## config.mk

```make
export PLATFORM = sky130hd
export DESIGN_NAME = port_seq
export DESIGN_NICKNAME = d
export VERILOG_FILES = /design/src/rtl/port_seq.sv
export SDC_FILE = /design/constraint.sdc
export NUM_CORES = 1
export LEC_CHECK = 0
export BUFFER_PORTS_ARGS = -buffer_cell sky130_fd_sc_hd__clkbuf_2
export CAP_MARGIN = 20
export CORE_UTILIZATION = 45
export CTS_BUF_LIST = sky130_fd_sc_hd__clkbuf_2
export CTS_CLUSTER_SIZE = 8
export DETAILED_ROUTE_END_ITERATION = 8
export GPL_TIMING_DRIVEN = 0
export PLACE_DENSITY_LB_ADDON = 0.15
export SYNTH_ARGS = -nofsm -noshare
export SYNTH_HDL_FRONTEND = slang
export SYNTH_SLANG_ARGS = --single-unit
```

## constraint.sdc

```tcl
create_clock -name clk -period 7.59 [get_ports clk]
set_input_delay 1.518 -clock clk [delete_from_list [all_inputs] [get_ports clk]]
set_output_delay 1.518 -clock clk [all_outputs]
set_load 0.02 [all_outputs]
```

## src/rtl/port_seq.sv

```systemverilog
// Table-driven port sequencer: plays up to eight 4-bit pattern entries,
// each held for DIV clock cycles, with pause, restart and abort control.
module port_seq #(
    parameter int           DIV      = 12000000,
    parameter bit           LOOP     = 1'b1,
    parameter logic [3:0]   IDLE_VAL = 4'b1010
) (
    input  logic       clk,
    input  logic       rstn,
    input  logic       wr_en,
    input  logic [2:0] wr_addr,
    input  logic [3:0] wr_data,
    input  logic [2:0] last,
    input  logic       start,
    input  logic       stop,
    input  logic       pause,
    output logic [3:0] data,
    output logic       busy,
    output logic [2:0] step,
    output logic       wrap
);

    localparam int PW = (DIV > 1) ? $clog2(DIV) : 1;
    localparam logic [PW-1:0] PRE_MAX = PW'(DIV - 1);

    typedef enum logic [1:0] {
        IDLE,
        RUN,
        PAUSED
    } state_t;

    state_t          state_q, state_d;
    logic [PW-1:0]   pre_q, pre_d;
    logic [2:0]      step_q, step_d;
    logic [2:0]      last_q, last_d;
    logic [3:0]      data_q, data_d;
    logic            wrap_q, wrap_d;
    logic [3:0]      tbl_q [8];
    logic [3:0]      tbl_d [8];

    always_comb begin
        tbl_d = tbl_q;
        if (wr_en) begin
            tbl_d[wr_addr] = wr_data;
        end
    end

    // Data is looked up from the pre-write table, so a same-cycle write
    // to the entry being shown appears one cycle later.
    always_comb begin
        state_d = state_q;
        pre_d   = pre_q;
        step_d  = step_q;
        last_d  = last_q;
        data_d  = data_q;
        wrap_d  = 1'b0;
        if (stop) begin
            state_d = IDLE;
            pre_d   = '0;
            step_d  = '0;
            data_d  = IDLE_VAL;
        end else if (start) begin
            state_d = RUN;
            pre_d   = '0;
            step_d  = '0;
            last_d  = last;
            data_d  = tbl_q[0];
        end else if (state_q != IDLE) begin
            if (pause) begin
                state_d = PAUSED;
            end else begin
                state_d = RUN;
                if (pre_q == PRE_MAX) begin
                    pre_d = '0;
                    if (step_q == last_q) begin
                        wrap_d = 1'b1;
                        step_d = '0;
                        if (!LOOP) begin
                            state_d = IDLE;
                        end
                    end else begin
                        step_d = step_q + 3'd1;
                    end
                end else begin
                    pre_d = pre_q + 1'b1;
                end
                data_d = (state_d == IDLE) ? IDLE_VAL : tbl_q[step_d];
            end
        end
    end

    always_ff @(posedge clk or negedge rstn) begin
        if (!rstn) begin
            state_q <= IDLE;
            pre_q   <= '0;
            step_q  <= '0;
            last_q  <= '0;
            data_q  <= IDLE_VAL;
            wrap_q  <= 1'b0;
            tbl_q   <= '{default: '0};
        end else begin
            state_q <= state_d;
            pre_q   <= pre_d;
            step_q  <= step_d;
            last_q  <= last_d;
            data_q  <= data_d;
            wrap_q  <= wrap_d;
            tbl_q   <= tbl_d;
        end
    end

    assign data = data_q;
    assign busy = (state_q != IDLE);
    assign step = step_q;
    assign wrap = wrap_q;

endmodule
```

After elaboration in Yosys (flattened, before gate mapping). Index checks and enable logic that the tools add are counted.

Shifts and indexed selects: 0. Multiplexer cells: 35. Order comparisons: 3. Reduce and logical (&&, ||, !) cells: 5. Equal/unequal tests: 3. Divide/modulo/power cells: 0. $add $sub $neg: 2. $mul: 0. Bitwise gates (word level): 3.

Operators by type and width (number): $mux 24 (5); $bwmux 32 (1); $mux 3 (10); $mux 4 (7); $add 24x1->24 const B (1); $eq 24x24->1 const B (1); $bmux 4 s3 (1); $demux 4 s3 (1); $ge 4x4->1 const B (2); $mux 2 (4); $not 3->4 (2); $mux 1 (6); $lt 4x1->1 const B (1); $reduce_and 2->1 (2); $add 3x1->3 const B (1); $eq 3x3->1 (1); $ne 3x3->1 const B (1); $reduce_bool 3->1 (1); $reduce_bool 2->1 (1); $logic_and 1x1->1 (1); $not 1->1 (1).

Memories: 0. Bits in latches: 0. RAM bits: 0. Output and inout port bits: 9. Bits of input ports: 16. ROM bits: 0. Bits in registers: 69.

Longest topological paths before layout. Gate-level depths: netlist of the first run.

Word-level depth: 15. Depth in mapped cells: 9. Depth with buffers taken out: 8.

Worst setup path after synthesis of the first run. OpenSTA, ideal clock, no wires.

Path kind: input-to-reg. Start point: input port stop. End point: register pre_q[23]. Setup slack: 4.456 ns. Data required time: 7.457 ns. Arrival: 3.001 ns. Library setup time: 0.133 ns. Stages: 8. Cells stage by stage: clkbuf_1 > or2_2 > clkbuf_1 > o211ai_1 > nor3_1 > nand3_1 > xor2_1 > nor2_1.

Longest elaborated chain between the ends: 2.

RTL lines: start, declared (line 15) `input logic stop,`; $ne 3x3->1 (no line) or $reduce_bool 3->1 (tied branches); $reduce_and 2->1 (no line); end signal, assigned (line 103) `pre_q <= pre_d;`; end, declared (line 33) `logic [PW-1:0] pre_q, pre_d;`.

Parallel ways exist; a longest one is shown, timed or not. A chain may end at the register's enable or synchronous reset.

Worst setup path after layout of the first run.
Start point: input port stop. End point: register pre_q[17].

Same word-level chain as after synthesis.

==> results of run 1 <==
-- area by class of cell --
class	count	area share (%)
well taps	99	3.21
inverters	5	0.487
clock inverters	7	2.53
clock buffers	9	1.17
multi-input cells	235	42.8
plain buffers	11	1.17
flip-flops and latches	69	44.8
repair buffers	24	3.76
-- cells in the final DEF (no fill, tap or decap), drive strengths merged, types with 3 or more instances in the layout --
| cell type | Yosys | routed |
|---|---|---|
| nand4 | 8 | 8 |
| nand4b | 4 | 4 |
| a211oi | 9 | 9 |
| xor2 | 17 | 17 |
| nor3 | 5 | 5 |
| nor2 | 39 | 39 |
| a22oi | 3 | 3 |
| xnor2 | 7 | 7 |
| o21ai | 10 | 10 |
| mux2i | 8 | 8 |
| buf | 3 | 4 |
| dfrtp | 67 | 67 |
| or2 | 4 | 4 |
| a211o | 6 | 6 |
| nor4b | 4 | 4 |
| nand2 | 21 | 21 |
| nand3 | 16 | 16 |
| mux2 | 34 | 34 |
| a21oi | 5 | 5 |
| and3 | 13 | 13 |
| inv | 5 | 6 |
| clkbuf | 8 | 40 |
-- how the worst max path moves through the flow --
stage               depth (start not counted)             startpoint  slack, ps                     to
global route                                8  pre_q[15]$_DFFE_PN0P_       4310    data[0]$_DFFE_PN0P_
global placement                            8                   stop       3860  pre_q[21]$_DFFE_PN0P_
detailed placement                          8                   stop       3920  pre_q[17]$_DFFE_PN0P_
CTS                                         8                   stop       4510  pre_q[17]$_DFFE_PN0P_
floorplan                                   8                   stop       4460  pre_q[23]$_DFFE_PN0P_
finish                                      8                   stop       4450  pre_q[17]$_DFFE_PN0P_
-- report_power, final --
group	leakage (nW)	internal, mW	switching (mW)
combinational	0.674	0.0574	0.0558
clock	0.0785	0.110	0.145
sequential	0.885	0.412	0.0240
-- per-layer routing --
| layer | wire length [um] | up-vias | GRT usage (%) |
|---|---|---|---|
| li1 | - | 1216 | - |
| met5 | 0 | - | 0 |
| met4 | 87 | 0 | 6.64 |
| met1 | 3690 | 1264 | 28.9 |
| met2 | 3390 | 36 | 32.0 |
| met3 | 235 | 10 | 5.91 |
-- synth_stat cells (2+ instances only) --
cell type,number,area [sq um]
dfrtp_1,67,1680
nor2_1,38,143
mux2_2,32,360
nand2_1,21,78.8
xor2_1,17,149
nand3_1,16,80.1
and3_1,13,81.3
a211oi_1,9,67.6
o21ai_0,9,45.0
clkbuf_1,8,30.0
mux2i_1,8,80.1
nand4_1,7,43.8
xnor2_1,7,61.3
a211o_1,6,52.6
a21oi_1,5,25.0
inv_1,5,18.8
nor3_1,5,25.0
nand4b_1,4,35.0
or2_2,4,25.0
a22oi_1,3,22.5
buf_2,3,15.0
a221oi_1,2,17.5
and2_1,2,12.5
dfstp_2,2,52.6
ha_1,2,25.0
mux2_1,2,22.5
nand2b_1,2,12.5
nor2b_1,2,12.5
nor3b_1,2,15.0
nor4_1,2,12.5
nor4b_1,2,17.5
-- sequential cells by signal, summed over array words and instances (netlist names) --
register  cells
state_q       2
last_q        3
data          4
wrap          1
step          3
pre_q        24
tbl_q        32
-- critical path, delay by kind of cell --
family	cells	cell delay [ps]
and+or+nand+nor	4	940
AOI/OAI and AO/OA	1	250
buffers and inverters	2	620
xor gates and xnor gates	1	190
-- kinds of logic (layout without fill, tap and decap cells) --
kind of cell / after synthesis / in the layout / synth area share [%]
flip-flops: 69 / 69 / 50.2
AO/OA/AOI/OAI: 40 / 40 / 8.06
multiplexers: 42 / 42 / 13.4
AND/OR/NAND/NOR: 127 / 127 / 19.6
adder cells (fa/ha/maj): 2 / 2 / 0.726
buffers and inverters: 16 / 56 / 1.85
XOR/XNOR: 24 / 24 / 6.10
-- per-stage QoR --
stage	instances	setup slack (ps)
final	459	4450
after global routing	459	4310
after CTS	459	4510
after detailed placement	443	3920
after global placement	442	3860
after floorplan	320	4460
==> summary.md, run 1 <==
| Metric | Value |
|---|---|
| Status | `finished, final reports clean` |
| Crit path time final | `3140 ps` |
| Hold Path Origin | `tbl_q[25]$_DFFE_PN0P_` |
| Tot Pwr | `0.804 mW` |
| Reg2Reg Launch Point | `pre_q[0]$_DFFE_PN0P_` |
| Vias in the first global route | `2470` |
| Post-Layout Inst Area | `3860 sq um` |
| Layout area overhead | `12.0%` |
| Slowest cell on crit path | `nor3_1` |
| Avg Inst Size Synth | `10.8 sq um` |
| R2R Setup Slk | `4550 ps` |
| Initial antenna violation count | `0` |
| Final wirelength | `7400 um` |
| Final Skew | `45.9 ps` |
| Register area share after synthesis | `50.2%` |
| Core Region | `7330 sq um` |
| Fin crit share | `41.3%` |
| CP Cell Sequence | `clkbuf_1 > or2_2 > clkbuf_1 > o211ai_1 > nor3_1 > nand3_1 > xor2_1 > nor2_1` |
| Critical Path Max Stage Delay | `540 ps` |
| Final hold vios | `0` |
| CP startpoint kind | `input port` |
| Worst ir drop on vdd | `0.124 mV` |
| Yosys reg bits | `69` |
| CTS Buf Count | `9` |
| Starting Density | `47.0%` |
| Most frequent CP cell | `clkbuf_1` |
| Top-Level Pins | `25` |
| Lkg Pwr | `1.64 nW` |
| Largest net degree at the start of global routing | `45` |
| Initial DRT Pass Iterations | `4` |
| IO Port Bufs | `23` |
| Netlist Area Pre-Place | `3440 sq um` |
| Critical path class | `in2reg` |
| Most used DFF post-synth | `dfrtp_1` |
| Filler Cell Count | `694` |
| Post-synth net total | `338` |
| Max Cap Viol | `0` |
| F_max | `319 MHz` |
| Worst hold slack | `534 ps` |
| Post-layout util | `52.6%` |
| CTS tree | `done` |
| Clk sinks | `69` |
| Footprint of the multi-input gates | `1650 sq um` |
| Max-slew violations | `0` |
| H-Tree Depth | `3` |
| Vias per inst | `5.50` |
| Slew headroom | `44.2%` |
| Residual DRC count | `0` |
| Post-synth cell types | `44` |
| RSZ-0062 raised after global routing | `no` |
| Clk slew on worst S/H paths | `230 ps` |
| Rows | `31` |
| Reg2reg path depth | `8` |
| Diodes inserted | `0` |
| WL/cell | `16.1 um` |
| Synth Instances | `320` |
| Required time of the critical path | `7990 ps` |
| Ys async rst share | `100%` |
| Number of synthesized flops with an enable pin | `0` |
| Post-CTS Setup Inserts | `0` |
| Register area | `1730 sq um` |
| DRT antenna net count | `0` |
| Die Y | `89.5 um` |
| First-pass GRT wire length | `12200 um` |
| Final TNS setup | `0 ps` |
| Die width | `89.5 um` |
| Worst flop-to-flop path endpoint | `data[0]$_DFFE_PN0P_` |
| Max clock buf depth | `2` |
| RePlAce Congestion | `0.775` |
| Root Buffer | `clkbuf_2` |
| Worst Hold End | `tbl_q[25]$_DFFE_PN0P_` |
| Crit-path max FO | `9` |
| Global router's overall resource usage | `21.0%` |
| HP Class | `reg2reg` |
| Worst Max-Slew Pin Slew | `830 ps` |
| Routed via count | `2526` |
| Die area | `8010 sq um` |
| Clk_lat worst skew | `540 ps` |
| Crit path capture type | `flop` |
| Critical path arrival | `3540 ps` |
| Worst Hold Depth | `1` |
| Endpoints failing setup | `0` |
| Power per standard cell area | `208 nW/um^2` |
| Layout cell share with drive strength beyond 1 | `23.9%` |
| YS warnings | `0` |
| Grt ovf | `0` |
| # resized after CTS | `0` |
| Hold buffer count at cts | `0` |
| Final Net Count | `373` |
| Dpl hpwl | `5330 um` |
| Cell Area, Placed | `3710 sq um` |
| Iter 0 DRT Violations | `123` |
Power figures use the tool's default switching activity.
==> inputs of run 2 (changes only) <==
Settings changed: ABC_AREA set to 1.
Clock period 7.59 ns to 2.97 ns, I/O delays scaled along.
==> summary.md, run 2 <==
| Metric | Value |
|---|---|
| Status | `finished, final reports clean` |
| Top Usage Layer GRT | `met2` |
| Top-Level Pins | `25` |
| Max clock buf depth | `2` |
| Lkg Pwr | `2.02 nW` |
| Diodes inserted | `0` |
| Ys async rst share | `100%` |
| Layout cell share with drive strength beyond 1 | `16.4%` |
| Critical path arrival | `2660 ps` |
| Endpoints failing setup | `0` |
| Critical Path Max Stage Delay | `440 ps` |
| Post-Layout Inst Area | `4220 sq um` |
| Global router's overall resource usage | `21.6%` |
| Final Net Count | `545` |
| Worst Max-Slew Pin Slew | `678 ps` |
| Clk_lat worst skew | `510 ps` |
| IO Port Bufs | `24` |
| CP Cell Sequence | `ha_1 > nand2_1 > nor3_2 > nand3_4 > o21ai_4 > inv_1 > clkbuf_1 > o21ai_0 > nor2_1` |
| Initial antenna violation count | `0` |
| Grt ovf | `0` |
| Post-synth cell types | `38` |
| H-Tree Depth | `3` |
| Iter 0 DRT Violations | `153` |
| Crit path time final | `2240 ps` |
| Vias in the first global route | `3162` |
| Die Y | `93.5 um` |
| Netlist Area Pre-Place | `3770 sq um` |
| Layout Cells excl Fill | `637` |
| Area leader, netlist | `dfrtp_1` |
| Required time of the critical path | `3390 ps` |
| Clk sinks | `69` |
| YS warnings | `0` |
| Ranking of synthesized cells by area | `dfrtp_1, nand2_1, nand3_1` |
| CP startpoint kind | `flop` |
| Final Skew | `26.2 ps` |
| Commonest non-fill, non-tap cell in the layout | `nand2_1` |
| Post-placement cell count | `620` |
| Initial DRT Pass Iterations | `5` |
| Die area | `8750 sq um` |
| Core Region | `8180 sq um` |
| Dpl hpwl | `6230 um` |
| Number of synthesized flops with an enable pin | `0` |
| Vias per inst | `5.04` |
| Largest net degree at the start of global routing | `38` |
| Fin crit share | `75.4%` |
| Met1 usage | `26.3%` |
| Cell Area, Placed | `4040 sq um` |
| Max Cap Viol | `0` |
| Yosys reg bits | `69` |
| Final hold vios | `0` |
| Crit path capture type | `flop` |
| CP Buf/Inv Count | `2` |
| Register area share after synthesis | `45.9%` |
| F_max | `447 MHz` |
| Clk slew on worst S/H paths | `210 ps` |
| First-pass GRT wire length | `14600 um` |
| CTS Buf Count | `9` |
| Max reg flops | `32` |
| Root Buffer | `clkbuf_2` |
| Slew headroom | `54.4%` |
| RSZ-0062 raised after global routing | `no` |
| Slowest cell on crit path | `dfrtp_1` |
| HP Class | `in2reg` |
| Starting Density | `46.1%` |
| Critical path class | `reg2reg` |
| # resized after CTS | `0` |
| Most used DFF post-synth | `dfrtp_1` |
| WL/cell | `13.1 um` |
| Layout area overhead | `12.0%` |
| Post-synth net total | `508` |
| CTS tree | `done` |
| DRT antenna net count | `0` |
| Power per standard cell area | `496 nW/um^2` |
| Final wirelength | `8340 um` |
| Die width | `93.5 um` |
| Worst hold slack | `270 ps` |
| GR Util met2 | `36.9%` |
| RePlAce Congestion | `0.856` |
| CP top delay family | `simple AND/OR/NAND/NOR gates` |
| Worst ir drop on vdd | `0.385 mV` |
| M3 GR Usage | `4.72%` |
| Max-slew violations | `0` |
| Rows | `33` |
| Avg Inst Size Synth | `7.69 sq um` |
| Commonest cells post-synth | `nand2_1, dfrtp_1, inv_1` |
| Most frequent cells in the layout | `nand2_1, dfrtp_1, inv_1` |
| Residual DRC count | `0` |
| Largest Register | `tbl_q` |
| Routed via count | `3208` |
| Proportion of netlist area held by the largest area contributor | `44.5%` |
| Most common cell in the netlist | `nand2_1` |
| Synth Instances | `490` |
| Final TNS setup | `0 ps` |
| Crit-path max FO | `10` |
run 2: cell types whose count changed after synthesis, moves of 8 or more:
cell      change
o21ai_0      +33
inv_2         +9
nor2_1        +8
nand3_1      +43
xor2_1       -13
mux2i_1       -8
a211oi_1      -8
mux2_2       -32
and3_1       -12
nand2_1      +94
inv_1        +60
a21oi_1      +12
run 2: kinds of logic (layout without fill, tap and decap cells):
family                     count (synthesis)  after routing  share of synthesized area [%]
and+or+nand+nor                          261            261                           32.7
buffers and inverters                     79            121                           8.30
AOI/OAI and AO/OA                         72             72                           10.9
DFF                                       69             69                           45.9
xor gates and xnor gates                   7              7                           1.63
adders and majority gates                  2              2                          0.664
run 2: final cells by class:
type | count | area (sq um)
Multi-Input combinational cell | 342 | 1730
Timing Repair Buffer | 26 | 153
Clock inverter | 7 | 123
Tap cell | 105 | 131
Clock buffer | 9 | 45.0
Fill cell | 835 | 3950
Sequential cell | 69 | 1730
Buffer | 5 | 35.0
Inverter | 74 | 278
run 2: metal layers:
metal  up-vias  wire [um]
li1       1644          -
met1      1487       3710
met2        60       4180
met3        17        276
met4         0        178
met5         -          0
run 2: worst register-to-register path, stage by stage, from the launching register on:
cell and delay [ps]:
dfrtp_1 440, ha_1 190, nand2_1 120, nor3_2 280, nand3_4 190, o21ai_4 340, inv_1 110, clkbuf_1 270
o21ai_0 170, nor2_1 60
run 2: worst paths after layout:
kind / startpoint / to / slack, ps / cells past startpoint
max in group asynchronous: rstn / data[3]$_DFFE_PN1P_ / 1770 / 3
min: last[1] / last_q[1]$_DFFE_PN0P_ / 270 / 3
max: pre_q[0]$_DFFE_PN0P_ / pre_q[5]$_DFFE_PN0P_ / 730 / 9
max reg2reg: pre_q[0]$_DFFE_PN0P_ / pre_q[5]$_DFFE_PN0P_ / 730 / 9
min reg2reg: data[1]$_DFFE_PN1P_ / data[1]$_DFFE_PN1P_ / 480 / 2
min in group asynchronous: rstn / tbl_q[3]$_DFFE_PN0P_ / 580 / 2
run 2: report_power, final:
group	internal (mW)	switching, mW	leakage (nW)
logic	0.102	0.161	1.03
registers	1.04	0.0606	0.900
clock network	0.366	0.360	0.0887
run 2: per-stage QoR:
stage	util, %	total power, mW	setup WS (ps)
after CTS	51.6	2.12	695
after detailed placement	49.5	1.39	742
after global placement	49.2	1.37	778
final	51.6	2.09	731
after global routing	51.6	2.21	540
after floorplan	-	1.29	1150
run 2: timing repair:
item | in CTS | in global routing
endpoints found under the hold margin | 8 | 0
setup buffers | 0 | 0
hold buffers | 1 | 0
==> inputs of run 3 (changes only) <==
Clock period 2.97 ns to 1.89 ns, I/O delays scaled along.
==> summary.md, run 3 (synthesis gave the netlist of run 2 again) <==
| Metric | Value |
|---|---|
| Violated checks | `negative setup slack` |
| Die Y | `93.5 um` |
| Cell Area, Placed | `4040 sq um` |
| Layout cell share with drive strength beyond 1 | `27.1%` |
| Final wirelength | `9190 um` |
| R2R Setup Slk | `-20 ps` |
| Vias in the first global route | `3318` |
| Lkg Pwr | `2.23 nW` |
| Worst Hold Depth | `3` |
| Max clock buf depth | `2` |
| H-Tree Depth | `3` |
| Largest net degree at the start of global routing | `38` |
| RSZ-0062 raised after global routing | `yes` |
| Crit path time final | `1910 ps` |
| F_max | `523 MHz` |
| Max reg flops | `32` |
| Rows | `33` |
| Final hold vios | `0` |
| Residual DRC count | `0` |
| Tot Pwr | `3.32 mW` |
| Worst ir drop on vdd | `0.608 mV` |
| Final worst slack | `-20.5 ps` |
| Filler Cell Count | `788` |
| Post-placement cell count | `620` |
| Initial DRT Pass Iterations | `5` |
| Crit-path max FO | `10` |
| CTS Buf Count | `9` |
| Post-Layout Inst Area | `4680 sq um` |
| Required time of the critical path | `2340 ps` |
| Layout Cells excl Fill | `674` |
| Final Skew | `25.3 ps` |
| Dpl hpwl | `6230 um` |
| Global router's overall resource usage | `22.5%` |
| Starting Density | `46.1%` |
| Clk slew on worst S/H paths | `200 ps` |
| Reg2reg path depth | `12` |
| Critical path arrival | `2360 ps` |
| Iter 0 DRT Violations | `175` |
| Max-slew violations | `0` |
| Fin crit share | `101%` |
| Power per standard cell area | `710 nW/um^2` |
| Commonest non-fill, non-tap cell in the layout | `nand2_1` |
| Slew headroom | `54.0%` |
| Max Cap Viol | `0` |
| Hold Path Origin | `last[1]` |
| Core Region | `8180 sq um` |
| Diodes inserted | `0` |
| Reg2Reg Launch Point | `pre_q[0]$_DFFE_PN0P_` |
| Worst Max-Slew Pin Slew | `685 ps` |
| Final TNS setup | `-27.5 ps` |
| Routed via count | `3409` |
| Root Buffer | `clkbuf_2` |
| Critical path class | `reg2reg` |
| RePlAce Congestion | `0.856` |
| Endpoints failing setup | `2` |
| Worst hold slack | `67.5 ps` |
| DRT antenna net count | `0` |
| HP Class | `in2reg` |
| Vias per inst | `5.06` |
| Crit path capture type | `flop` |
| First-pass GRT wire length | `15200 um` |
| Clk sinks | `69` |
| Die width | `93.5 um` |
| Grt ovf | `0` |
| Die area | `8750 sq um` |
| Layout area overhead | `24.2%` |
| Worst flop-to-flop path endpoint | `data[0]$_DFFE_PN0P_` |
| Status | `finished, violations left` |
| IO Port Bufs | `24` |
| Top-Level Pins | `25` |
| Worst Hold End | `last_q[1]$_DFFE_PN0P_` |
| Initial antenna violation count | `0` |
| Clk_lat worst skew | `500 ps` |
| Most frequent cells in the layout | `nand2_1, dfrtp_1, inv_1` |
| Final Net Count | `582` |
| WL/cell | `13.6 um` |
| Largest Register | `tbl_q` |
| CTS tree | `done` |
| CP startpoint kind | `flop` |
[run 3: how the worst max path moves through the flow]
stage	to	from	depth (start not counted)	slack [ps]
4_1_cts	pre_q[20]$_DFFE_PN0P_	pre_q[1]$_DFFE_PN0P_	13	1
2_1_floorplan	data[0]$_DFFE_PN0P_	pre_q[0]$_DFFE_PN0P_	12	100
3_5_place_dp	pre_q[13]$_DFFE_PN0P_	pre_q[0]$_DFFE_PN0P_	9	-340
3_3_place_gp	pre_q[13]$_DFFE_PN0P_	pre_q[0]$_DFFE_PN0P_	9	-300
5_1_grt	data[0]$_DFFE_PN0P_	pre_q[1]$_DFFE_PN0P_	12	-170
6_report	data[0]$_DFFE_PN0P_	pre_q[0]$_DFFE_PN0P_	12	-20
[run 3: timing repair]
action / in CTS / in global routing
endpoints found under the setup margin: 17 / 19
endpoints found under the hold margin: 32 / 0
gates cloned: 0 / 1
setup buffers: 29 / 8
pin swaps: 14 / 6
resized for setup: 20 / 31
hold buffers: 1 / 0
[run 3: final cells by class]
class | instances | area [sq um] | share of cell area (%)
Timing Repair Buffer | 63 | 442 | 9.44
Clock inverter | 7 | 123 | 2.62
Multi-Input combinational cell | 343 | 1890 | 40.4
Sequential cell | 69 | 1730 | 37.0
Clock buffer | 9 | 45.0 | 0.962
Inverter | 74 | 278 | 5.93
Buffer | 4 | 35.0 | 0.748
Tap cell | 105 | 131 | 2.81
[run 3: metrics by stage]
| stage | setup WS (ps) | util [%] |
|---|---|---|
| after floorplan | 95.2 | - |
| after global placement | -298 | 49.2 |
| after detailed placement | -338 | 49.5 |
| after CTS | 1.07 | 55.1 |
| after global routing | -167 | 57.3 |
| final | -20.5 | 57.3 |
[run 3: report_power, final]
| group | switching (mW) | total [mW] | internal (mW) | leakage [nW] |
|---|---|---|---|---|
| clock network | 0.558 | 1.13 | 0.576 | 0.0887 |
| logic | 0.271 | 0.453 | 0.182 | 1.25 |
| registers | 0.0965 | 1.74 | 1.64 | 0.893 |
[run 3: worst max-delay path: stages, from the launching register on]
cell and delay (ps):
dfrtp_1 450, ha_4 170, nand2_4 70, nor2_4 130, nand3_4 90, nor2_4 170, nand2_4 120, buf_6 160
nand3_1 60, nand3_1 120, nand3_2 120, nand3_1 90, a21oi_2 120
[run 3: per-layer routing]
metal	global-route usage, %	up-vias	wire length (um)
met5	0	-	0
met2	38.7	77	4700
met4	10.4	0	135
met3	4.80	14	309
met1	26.7	1590	4050
li1	-	1728	-
